File: src/rtl/sync_fifo_ctrl_pkg.sv
// Shared sizing helpers for the FWFT FIFO controller and its RAM.
// Level/count widths and RAM depth derive from ADDR_WIDTH.
package sync_fifo_ctrl_pkg;

  function automatic int lvl_w(input int aw);
    return aw + 2;
  endfunction

  function automatic int cnt_w(input int aw);
    return aw + 1;
  endfunction

  function automatic int ram_depth(input int aw);
    return 1 << aw;
  endfunction

endpackage

File: src/rtl/sync_fifo_ctrl_ram.sv
// Inferable dual-port block RAM: one write port, one read port.
// Optional second output register (REGRAM) and optional read enable.
module infer_blkram
  import sync_fifo_ctrl_pkg::*;
#(
  parameter int D_WIDTH         = 32,
  parameter int ADDR_WIDTH      = 5,
  parameter int ONECLOCK        = 1,
  parameter int REGRAM          = 0,
  parameter int USE_READ_ENABLE = 1
) (
  input  logic                  wclk,
  input  logic                  we,
  input  logic [ADDR_WIDTH-1:0] waddr,
  input  logic [D_WIDTH-1:0]    wdata,
  input  logic                  rclk,
  input  logic                  re,
  input  logic [ADDR_WIDTH-1:0] raddr,
  input  logic                  reg_ce,
  output logic [D_WIDTH-1:0]    rdata
);

  localparam int DEPTH = ram_depth(ADDR_WIDTH);

  logic [D_WIDTH-1:0] mem_q [DEPTH];
  logic [D_WIDTH-1:0] dout_q;
  logic [D_WIDTH-1:0] out_q;
  logic               rd_clk;
  logic               rd_fire;

  assign rd_clk  = (ONECLOCK != 0) ? wclk : rclk;
  assign rd_fire = re || (USE_READ_ENABLE == 0);

  // Array write port.
  always_ff @(posedge wclk) begin
    if (we) begin
      mem_q[waddr] <= wdata;
    end
  end

  // Read port output register.
  always_ff @(posedge rd_clk) begin
    if (rd_fire) begin
      dout_q <= mem_q[raddr];
    end
  end

  // Optional pipeline register after the read port.
  always_ff @(posedge rd_clk) begin
    if (reg_ce) begin
      out_q <= dout_q;
    end
  end

  assign rdata = (REGRAM != 0) ? out_q : dout_q;

endmodule

File: src/rtl/sync_fifo_ctrl.sv
// FWFT synchronous FIFO: RAM output register is the head stage.
// Optional XOR checksum guard under SYNC_FIFO_CHECKSUM_EN.
module sync_fifo_ctrl
  import sync_fifo_ctrl_pkg::*;
#(
  parameter int D_WIDTH    = 32,
  parameter int ADDR_WIDTH = 5
) (
  input  logic                         clk,
  input  logic                         rst_n,
  input  logic                         flush,
  input  logic                         wr_en,
  input  logic [D_WIDTH-1:0]           wr_data,
  output logic                         full,
  input  logic                         rd_en,
  output logic [D_WIDTH-1:0]           rd_data,
  output logic                         rd_valid,
  output logic [lvl_w(ADDR_WIDTH)-1:0] level,
  output logic                         wr_err,
  output logic                         rd_err
`ifdef SYNC_FIFO_CHECKSUM_EN
  ,
  output logic                         chk_err
`endif
);

  localparam int LW = lvl_w(ADDR_WIDTH);
  localparam int CW = cnt_w(ADDR_WIDTH);
  localparam logic [CW-1:0] DEPTH = CW'(ram_depth(ADDR_WIDTH));

  logic [ADDR_WIDTH-1:0] wptr_q, wptr_d;
  logic [ADDR_WIDTH-1:0] rptr_q, rptr_d;
  logic [CW-1:0]         cnt_q, cnt_d;
  logic                  vld_q, vld_d;
  logic                  full_q, full_d;
  logic [LW-1:0]         level_q, level_d;
  logic                  wr_err_q, wr_err_d;
  logic                  rd_err_q, rd_err_d;

  logic push_ok;
  logic pop_ok;
  logic ram_we;
  logic ram_re;

  // Next-state for pointers, count, head valid and flags.
  always_comb begin
    push_ok  = wr_en && !full_q;
    pop_ok   = rd_en && vld_q;
    ram_we   = push_ok && !flush;
    ram_re   = (cnt_q != '0) && (!vld_q || pop_ok) && !flush;
    wptr_d   = wptr_q;
    rptr_d   = rptr_q;
    cnt_d    = cnt_q;
    vld_d    = vld_q;
    wr_err_d = 1'b0;
    rd_err_d = 1'b0;
    if (flush) begin
      wptr_d = '0;
      rptr_d = '0;
      cnt_d  = '0;
      vld_d  = 1'b0;
    end else begin
      if (ram_we) begin
        wptr_d = wptr_q + ADDR_WIDTH'(1);
      end
      if (ram_re) begin
        rptr_d = rptr_q + ADDR_WIDTH'(1);
      end
      cnt_d = cnt_q + CW'(ram_we) - CW'(ram_re);
      if (ram_re) begin
        vld_d = 1'b1;
      end else if (pop_ok) begin
        vld_d = 1'b0;
      end
      wr_err_d = wr_en && full_q;
      rd_err_d = rd_en && !vld_q;
    end
    full_d  = (cnt_d == DEPTH);
    level_d = LW'(cnt_d) + LW'(vld_d);
  end

  // Control state registers.
  always_ff @(posedge clk or negedge rst_n) begin
    if (!rst_n) begin
      wptr_q   <= '0;
      rptr_q   <= '0;
      cnt_q    <= '0;
      vld_q    <= 1'b0;
      full_q   <= 1'b0;
      level_q  <= '0;
      wr_err_q <= 1'b0;
      rd_err_q <= 1'b0;
    end else begin
      wptr_q   <= wptr_d;
      rptr_q   <= rptr_d;
      cnt_q    <= cnt_d;
      vld_q    <= vld_d;
      full_q   <= full_d;
      level_q  <= level_d;
      wr_err_q <= wr_err_d;
      rd_err_q <= rd_err_d;
    end
  end

  assign full     = full_q;
  assign rd_valid = vld_q;
  assign level    = level_q;
  assign wr_err   = wr_err_q;
  assign rd_err   = rd_err_q;

  infer_blkram #(
    .D_WIDTH        (D_WIDTH),
    .ADDR_WIDTH     (ADDR_WIDTH),
    .ONECLOCK       (1),
    .REGRAM         (0),
    .USE_READ_ENABLE(1)
  ) u_ram (
    .wclk  (clk),
    .we    (ram_we),
    .waddr (wptr_q),
    .wdata (wr_data),
    .rclk  (clk),
    .re    (ram_re),
    .raddr (rptr_q),
    .reg_ce(1'b0),
    .rdata (rd_data)
  );

`ifdef SYNC_FIFO_CHECKSUM_EN
  logic [D_WIDTH-1:0] wr_sum_q, wr_sum_d;
  logic [D_WIDTH-1:0] rd_sum_q, rd_sum_d;
  logic               chk_q, chk_d;

  // Running XOR of pushed/popped words; sticky error on drain mismatch.
  always_comb begin
    wr_sum_d = wr_sum_q;
    rd_sum_d = rd_sum_q;
    chk_d    = chk_q;
    if (flush) begin
      wr_sum_d = '0;
      rd_sum_d = '0;
      chk_d    = 1'b0;
    end else begin
      if (push_ok) begin
        wr_sum_d = wr_sum_q ^ wr_data;
      end
      if (pop_ok) begin
        rd_sum_d = rd_sum_q ^ rd_data;
      end
      if ((level_d == '0) && (level_q != '0) &&
          (wr_sum_d != rd_sum_d)) begin
        chk_d = 1'b1;
      end
    end
  end

  // Checksum state registers.
  always_ff @(posedge clk or negedge rst_n) begin
    if (!rst_n) begin
      wr_sum_q <= '0;
      rd_sum_q <= '0;
      chk_q    <= 1'b0;
    end else begin
      wr_sum_q <= wr_sum_d;
      rd_sum_q <= rd_sum_d;
      chk_q    <= chk_d;
    end
  end

  assign chk_err = chk_q;
`endif

endmodule

File: config.mk
export PLATFORM = sky130hd
export DESIGN_NAME = sync_fifo_ctrl
export DESIGN_NICKNAME = d
export VERILOG_FILES = /design/src/rtl/sync_fifo_ctrl_pkg.sv /design/src/rtl/sync_fifo_ctrl_ram.sv /design/src/rtl/sync_fifo_ctrl.sv
export SDC_FILE = /design/constraint.sdc
export NUM_CORES = 1
export LEC_CHECK = 0
export CAP_MARGIN = 20
export CORE_MARGIN = 5
export CORE_UTILIZATION = 41
export DETAILED_ROUTE_END_ITERATION = 8
export GPL_TIMING_DRIVEN = 0
export SLEW_MARGIN = 20
export SYNTH_ARGS = -nofsm -noshare
export SYNTH_HDL_FRONTEND = slang
export SYNTH_HIERARCHICAL = 1
export SYNTH_SLANG_ARGS = --single-unit
File: constraint.sdc
create_clock -name clk -period 4.94 [get_ports clk]
set_clock_uncertainty 0.2 [all_clocks]
set_input_delay 1.482 -clock clk [delete_from_list [all_inputs] [get_ports clk]]
set_output_delay 1.482 -clock clk [all_outputs]
set_load 0.01 [all_outputs]
==> flow_summary.ini, run 1 <==
[power_and_ir_drop]
vdd.ir_drop.worst_uv = 275
p_int_mw = 17.1
seq_power_share_pct = 43.7
power.total_mw = 23.9
p_leak_nw = 16.2
p_sw_mw = 6.78
power_density_nw_per_um2 = 485
p_clk_share_pct = 33.7
p_comb_share_pct = 22.6
netSwitchingFraction_pct = 28.4

[global_route]
use_met3_pct = 3.35
busiest_layer = met2
grt_antenna_before_repair = 3
grt_util_all_layers_pct = 18.8
grt_pass1_wl_mm = 150
grt_pass1_vias = 22530
grt_max_degree = 33
met1_usage_pct = 24.4
grtUsageMet2_pct = 32.7
grt_overflow_total = 0

[die]
die_area_um2 = 109000
die_y_um = 331
core_area_um2 = 102000
die_x_um = 331
start_util_pct = 41.3
num_rows = 117
pin_count = 80

[min_path]
hold_depth = 1
hold_path.class = reg -> reg
min_to = rd_err$_DFF_PN0_
hp-start = rd_valid$_DFF_PN0_

[logic_synthesis]
synth_cells = 2385
synthesis.area_um2 = 42200
ys.warnings.count = 6
synthesis.nets = 2435
postSynthAreaPerCell_um2 = 17.7

[timing]
timing.final.crit_share_pct = 91.8
fmax_mhz = 220
max-slew-margin-rel_pct = 29.8
rsz0062_at_grt = no
setup_ws_ns = 0.403
setup_viol = 0
tightest_slew_ns = 1.05
timing.hold.ws_ns = 0.307
fin_crit_ns = 4.54
finalMaxSlewViolations = 0
finalHoldViolations = 0
setup-tns-final_ns = 0

[setup_path]
cp_data_required_time_ns = 5.29
cp-end-kind = flop
r2r_start = cnt_q[2]$_DFF_PN0_
crit_arrival_ns = 4.88
rrSetupSlack_ns = 1.02
worstSetupPathType = in -> reg
path_max_fanout = 12
crit_path_start_kind = primary input
rr_worst_depth = 15
r2r-end = level[5]$_DFF_PN0_

[clock_tree]
cts_buffers = 108
holdBufCountCts = 0
cts_buffer_depth = 3
cts_max_level = 3
cts_resized = 0
clock-sinks = 1083
clk_pin_slew_ns = 0.06
post_cts.repair.setup_buffers = 0
cts_tree = built
root_buffer = clkbuf_16
worstSkewPairLatency_ns = 0.68

[placed_design]
gp_congestion = 0.805
placed_cell_area_um2 = 45900
dp_cells = 3872
portBuffers = 79
dp_slack_ns = -0.343
dp_hpwl_mm = 70.2

[drt]
wl_per_cell_um = 25.6
vias = 22327
initialDrtViolationCount = 2148
via_per_inst = 5.47
ant_nets = 0
drtPass1Iterations = 6
wirelength_mm = 104
drc = 0

[layout]
fin_area_um2 = 49300
syn_to_final_growth_pct = 17.0
fin_cells = 4078
final_util_pct = 48.3
drive_above_1_share_pct = 13.3
fin_nets = 2664

[run_status]
status = finished clean

[flow_run]
cap_viol_max_count = 0
-- metal layers --
layer  vias up  share of wire [%]
met2       669                 50
met4         2                2.6
met3       171                6.1
met5         -              0.011
met1     11588                 41
li1       9897                  -
-- worst max-delay path: stages --
cell and delay, ns:
clkdlybuf4s50_1 0.46, inv_1 0.06, a21oi_2 0.31, nor2b_4 0.56, ha_1 0.33, inv_1 0.06, ha_1 0.16, inv_1 0.06
fa_1 0.42, xor2_1 0.18, nor2_2 0.25, and3_1 0.26, nand3_1 0.13, xnor2_2 0.15
-- sequential cells by signal, summed over array words and instances (netlist names) --
name	count
full	1
u_ram/rdata	32
u_ram/mem_q	1024
cnt_q	6
wptr_q	5
rptr_q	5
rd_valid	1
level	7
wr_err	1
rd_err	1
-- placed cells by master (no fill, tap or decap), types with 46 or more instances in the layout --
| cell type | count |
|---|---|
| edfxtp_1 | 1056 |
| mux2i_1 | 514 |
| clkbuf_16 | 110 |
| nand2_1 | 102 |
| nand3_1 | 100 |
| a21oi_1 | 99 |
| a22oi_1 | 96 |
| clkbuf_1 | 67 |
| a22o_1 | 64 |
| buf_2 | 60 |
| clkdlybuf4s50_1 | 46 |
-- final cells by class --
cell class                 instances  area [um^2]
clock inverter                    73          726
fill                            8440        52700
buffer                           130          766
multi-input combinational       1159         9210
clock buffer                     130         2830
tap                             1368         1710
sequential                      1083        32400
timing repair buffer             119         1640
inverter                          13         48.8
antenna                            3         7.51
-- how the worst max path moves through the flow --
stage	startpoint	depth (start not counted)	endpoint	slack, ns
after floorplan	wr_en	7	u_ram/mem_q[28][0]$_DFFE_PP_	0.31
after global placement	wr_en	8	u_ram/mem_q[20][16]$_DFFE_PP_	-1.90
after detailed placement	rd_en	14	level[5]$_DFF_PN0_	-0.34
after CTS	rd_en	14	level[5]$_DFF_PN0_	0.36
after global routing	rd_en	14	level[5]$_DFF_PN0_	0.17
final	rd_en	14	level[5]$_DFF_PN0_	0.40
-- power groups by stage --
stage	Sequential [mW]	Combinational (mW)	Clock, mW
after global placement	10.6	5.32	0
after global routing	10.4	5.72	8.59
after CTS	10.4	5.44	8.25
after floorplan	10.7	3.36	0
final	10.4	5.40	8.06
after detailed placement	10.6	5.42	0
Power figures use the tool's default switching activity.
==> inputs of run 2 (changes only) <==
CAP_MARGIN = 40   (was 20)
==> run 2 against run 1 <==
Sequential cell count unchanged. Highest routed layer unchanged. Core utilization up 0.13 points. Non-clock buffer count up 23. Critical path type unchanged. Maximum frequency down 0.38%. First-iteration DRC count up 3.8%. Sequential power about the same. Register-to-register slack about the same. Critical path depth unchanged. Wire length up 0.24%.
==> flow_summary.ini, run 2 (same netlist as run 1, synthesis figures left out) <==
[timing]
finalHoldViolations = 0
fmax_mhz = 220
setup_ws_ns = 0.386
tightest_slew_ns = 0.847
rsz0062_at_grt = no
finalMaxSlewViolations = 0
max-slew-margin-rel_pct = 43.6
timing.final.crit_share_pct = 92.2
setup_viol = 0
timing.hold.ws_ns = 0.308
fin_crit_ns = 4.55

[min_path]
hp-start = rd_valid$_DFF_PN0_
hold_path.class = reg -> reg
min_to = rd_err$_DFF_PN0_
hold_depth = 1

[layout]
fin_area_um2 = 49500
fin_nets = 2685
syn_to_final_growth_pct = 17.3
largest-register = u_ram/mem_q
final_util_pct = 48.5
layout_common_cells = edfxtp_1 (1056), mux2i_1 (514), clkbuf_16 (108)
largest_reg_flops = 1024
drive_above_1_share_pct = 12.5
layout_commonest_cell = edfxtp_1

[clock_tree]
holdBufCountCts = 0
cts_tree = built
clk_pin_slew_ns = 0.06
post_cts.repair.setup_buffers = 0
cts_buffer_depth = 3
cts_resized = 0
clock-sinks = 1083
cts_max_level = 3
worstSkewPairLatency_ns = 0.66
cts_buffers = 106
root_buffer = clkbuf_16

[global_route]
grt_util_all_layers_pct = 19.0
grt_pass1_vias = 22545
grt_antenna_before_repair = 4
grt_pass1_wl_mm = 151
grt_max_degree = 33
grt_overflow_total = 0

[setup_path]
r2r_start = cnt_q[2]$_DFF_PN0_
worstSetupPathType = in -> reg
cp_data_required_time_ns = 5.29
crit_arrival_ns = 4.90
r2r-end = level[5]$_DFF_PN0_
path_max_fanout = 12
cp-end-kind = flop
crit_path_start_kind = primary input
rrSetupSlack_ns = 1.01
rr_worst_depth = 15

[power_and_ir_drop]
seq_power_share_pct = 44.4
p_comb_share_pct = 23.1
power.total_mw = 23.5
p_int_mw = 16.8
p_clk_share_pct = 32.4
power_density_nw_per_um2 = 475
vdd.ir_drop.worst_uv = 338
p_sw_mw = 6.69
netSwitchingFraction_pct = 28.5
p_leak_nw = 16.3

[drt]
wl_per_cell_um = 25.6
drtPass1Iterations = 5
vias = 22288
via_per_inst = 5.45
drc = 0
ant_nets = 0
wirelength_mm = 105
initialDrtViolationCount = 2230

[die]
pin_count = 80
start_util_pct = 41.3
die_area_um2 = 109000
die_x_um = 331
die_y_um = 331
num_rows = 117
core_area_um2 = 102000

[run_status]
status = finished clean

[flow_run]
cap_viol_max_count = 0

[placed_design]
dp_slack_ns = -0.351
dp_hpwl_mm = 70.9
gp_congestion = 0.805
placed_cell_area_um2 = 46200
portBuffers = 79
## run 2: changes by cell type in the layout (fill, tap and decap cells not counted), sizes merged, moves of 5 or more
cell           delta
bufinv            -6
buf               +5
clkinv            -8
clkbuf           +11
clkinvlp          -5
clkdlybuf4s50    +18
## run 2: power by group through the flow
stage	clock network, mW	logic (mW)	registers [mW]
after CTS	7.76	5.46	10.4
after detailed placement	0	5.45	10.6
after floorplan	0	3.36	10.7
after global placement	0	5.32	10.6
final	7.62	5.43	10.4
after global routing	8.13	5.75	10.4
## run 2: layout make-up
| class | instances | area [um^2] |
|---|---|---|
| Clock inverter | 53 | 415 |
| Antenna cell | 2 | 5.00 |
| Buffer | 130 | 766 |
| Clock buffer | 141 | 2860 |
| Inverter | 13 | 48.8 |
| Multi-Input combinational cell | 1159 | 9210 |
| Timing Repair Buffer | 142 | 2050 |
| Sequential cell | 1083 | 32400 |
| Tap cell | 1368 | 1710 |
| Fill cell | 8487 | 52600 |
## run 2: how the worst max path moves through the flow
stage	to	cells past startpoint	from	slack [ns]
after floorplan	u_ram/mem_q[28][0]$_DFFE_PP_	7	wr_en	0.31
after global placement	u_ram/mem_q[20][16]$_DFFE_PP_	8	wr_en	-1.90
after detailed placement	level[5]$_DFF_PN0_	14	rd_en	-0.35
after CTS	level[5]$_DFF_PN0_	14	rd_en	0.34
after global routing	level[5]$_DFF_PN0_	14	rd_en	0.11
final	level[5]$_DFF_PN0_	14	rd_en	0.39
## run 2: worst max-delay path, cell delays in order
cell	delay, ns
clkdlybuf4s50_1	0.46
inv_1	0.06
a21oi_2	0.32
nor2b_4	0.55
ha_1	0.33
inv_1	0.05
ha_1	0.16
inv_1	0.06
fa_1	0.42
xor2_1	0.19
nor2_2	0.28
and3_1	0.26
nand3_1	0.13
xnor2_2	0.15
## run 2: through the flow
stage / cells / TNS [ns]
2_1_floorplan: 2385 / 0
5_1_grt: 4089 / 0
4_1_cts: 4088 / 0
3_3_place_gp: 3832 / -1562.65
6_report: 4091 / 0
3_5_place_dp: 3894 / -1.50
## run 2: layer usage
layer	GRT usage, %	vias to the layer above	part of all wire (%)
li1	-	9920	-
met5	0	-	0.028
met4	5.00	4	2.3
met3	3.48	142	6.3
met1	24.6	11563	41
met2	33.0	659	51
==> inputs of run 3 (changes only) <==
SLEW_MARGIN = not set   (was 20)
==> run 3 against run 2 <==
Critical path depth did not move. Non-clock buffer count rose by 7. Count of clock-buffer cells in the layout fell by 14. Power rose by 1.0%. Cell count rose by 0.17%. First-iteration DRC count fell by 6.7%. Die area did not move. Clock power rose by 2.6%. Sequential cell count did not move. Via count rose by 0.40%. Register-to-register slack improved by 0.05 ns. Wire length barely moved. Critical endpoint unchanged. Largest cell class unchanged. Largest power group unchanged.
==> flow_summary.ini, run 3 (same netlist as run 1, synthesis figures left out) <==
[clock_tree]
cts_resized = 0
cts_buffers = 104
clk_pin_slew_ns = 0.06
holdBufCountCts = 0
cts_buffer_depth = 3
clock-sinks = 1083
root_buffer = clkbuf_16
cts_max_level = 3
post_cts.repair.setup_buffers = 0
cts_tree = built
worstSkewPairLatency_ns = 0.68

[power_and_ir_drop]
p_leak_nw = 16.3
seq_power_share_pct = 44.0
p_comb_share_pct = 23.0
p_clk_share_pct = 33.0
vdd.ir_drop.worst_uv = 250
netSwitchingFraction_pct = 28.4
power_density_nw_per_um2 = 478
p_sw_mw = 6.75
p_int_mw = 17.0

[drt]
via_per_inst = 5.46
drtPass1Iterations = 6
drc = 0
wl_per_cell_um = 25.5
vias = 22377
initialDrtViolationCount = 2080
wirelength_mm = 105
ant_nets = 0

[min_path]
hold_path.class = reg -> reg

[timing]
tightest_slew_ns = 0.890
timing.hold.ws_ns = 0.303
finalMaxSlewViolations = 0
finalHoldViolations = 0
rsz0062_at_grt = no
setup_ws_ns = 0.439
fmax_mhz = 222
setup_viol = 0
max-slew-margin-rel_pct = 40.7
timing.final.crit_share_pct = 91.1
fin_crit_ns = 4.50

[setup_path]
slowest_delay_ns = 0.50
crit_chain = clkdlybuf4s50_1, inv_1, a21oi_2, nor2b_4, ha_1, inv_1, ha_1, inv_1, fa_1, xor2_1, nor2_2, and3_1, nand3_1, xnor2_2
cp-end-kind = flop
crit_buf_inv = 4
path_max_fanout = 10
crit_path_top_delay_cell = nor2b_4
crit_family = simple AND/OR/NAND/NOR gates
cp_data_required_time_ns = 5.28
crit_path_start_kind = primary input
worstSetupPathType = in -> reg
rrSetupSlack_ns = 1.06
crit_path_frequent_cell = inv_1
crit_arrival_ns = 4.84

[layout]
layout_common_cells = edfxtp_1 (1056), mux2i_1 (514), clkbuf_16 (106)
drive_above_1_share_pct = 12.6
largest-register = u_ram/mem_q
syn_to_final_growth_pct = 17.8
fin_nets = 2690
largest_reg_flops = 1024
layout_commonest_cell = edfxtp_1

[placed_design]
gp_congestion = 0.805
dp_slack_ns = -0.239
portBuffers = 79
dp_hpwl_mm = 71.3

[die]
die_y_um = 331
start_util_pct = 41.3
die_area_um2 = 109000
die_x_um = 331
pin_count = 80
num_rows = 117
core_area_um2 = 102000

[global_route]
grt_max_degree = 32
grt_pass1_vias = 22713
grt_util_all_layers_pct = 18.9
grt_antenna_before_repair = 2
grt_pass1_wl_mm = 151
grt_overflow_total = 0

[flow_run]
cap_viol_max_count = 0

[run_status]
status = finished clean
## run 3: cell types whose count changed in the layout (fill, tap and decap cells not counted), sizes merged
cell,change
clkdlybuf4s50,+15
clkbuf,-14
buf,-8
bufinv,+5
clkinvlp,+3
inv,+3
clkinv,+2
diode,+1
## run 3: stage by stage
stage	util [%]	setup TNS (ns)	power (mW)	std cells	area, um^2
after global placement	43.8	-1562.65	16.0	3832	44700
after floorplan	-	0	14.0	2385	42200
after detailed placement	45.4	-0.906	16.1	3902	46300
after CTS	48.7	0	23.9	4095	49700
after global routing	48.7	0	24.6	4095	49700
final	48.7	0	23.7	4098	49700
## run 3: path summary, 6_finish.rpt
| path | start | endpoint | cells after the start |
|---|---|---|---|
| worst max-delay path | rd_en | level[5]$_DFF_PN0_ | 14 |
| worst min-delay path | rd_valid$_DFF_PN0_ | rd_err$_DFF_PN0_ | 1 |
| min in group asynchronous | rst_n | level[2]$_DFF_PN0_ | 1 |
| worst min register to register | rd_valid$_DFF_PN0_ | rd_err$_DFF_PN0_ | 1 |
| max in group asynchronous | rst_n | wptr_q[3]$_DFFE_PN0P_ | 2 |
| worst max register to register | cnt_q[2]$_DFF_PN0_ | level[5]$_DFF_PN0_ | 15 |
## run 3: final cells by class
type,instances,area [um^2]
Fill cell,8415,52400
Sequential cell,1083,32400
Multi-Input combinational cell,1159,9210
Clock buffer,127,2730
Timing Repair Buffer,149,2170
Tap cell,1368,1710
Buffer,130,766
Clock inverter,66,622
Inverter,13,48.8
Antenna cell,3,7.51
## run 3: power by group through the flow
stage               registers (mW)  logic [mW]  clock network [mW]
floorplan                     10.7        3.36                   0
global placement              10.6        5.32                   0
detailed placement            10.6        5.49                   0
CTS                           10.4        5.51                7.97
global route                  10.4        5.79                8.34
finish                        10.4        5.46                7.82
## run 3: per-layer routing
metal / GRT usage (%) / vias to the layer above / share of wire (%)
li1: - / 9944 / -
met1: 24.4 / 11607 / 41
met2: 32.7 / 678 / 50
met3: 3.42 / 148 / 6.4
met4: 5.77 / 0 / 2.6
met5: 0 / - / 0
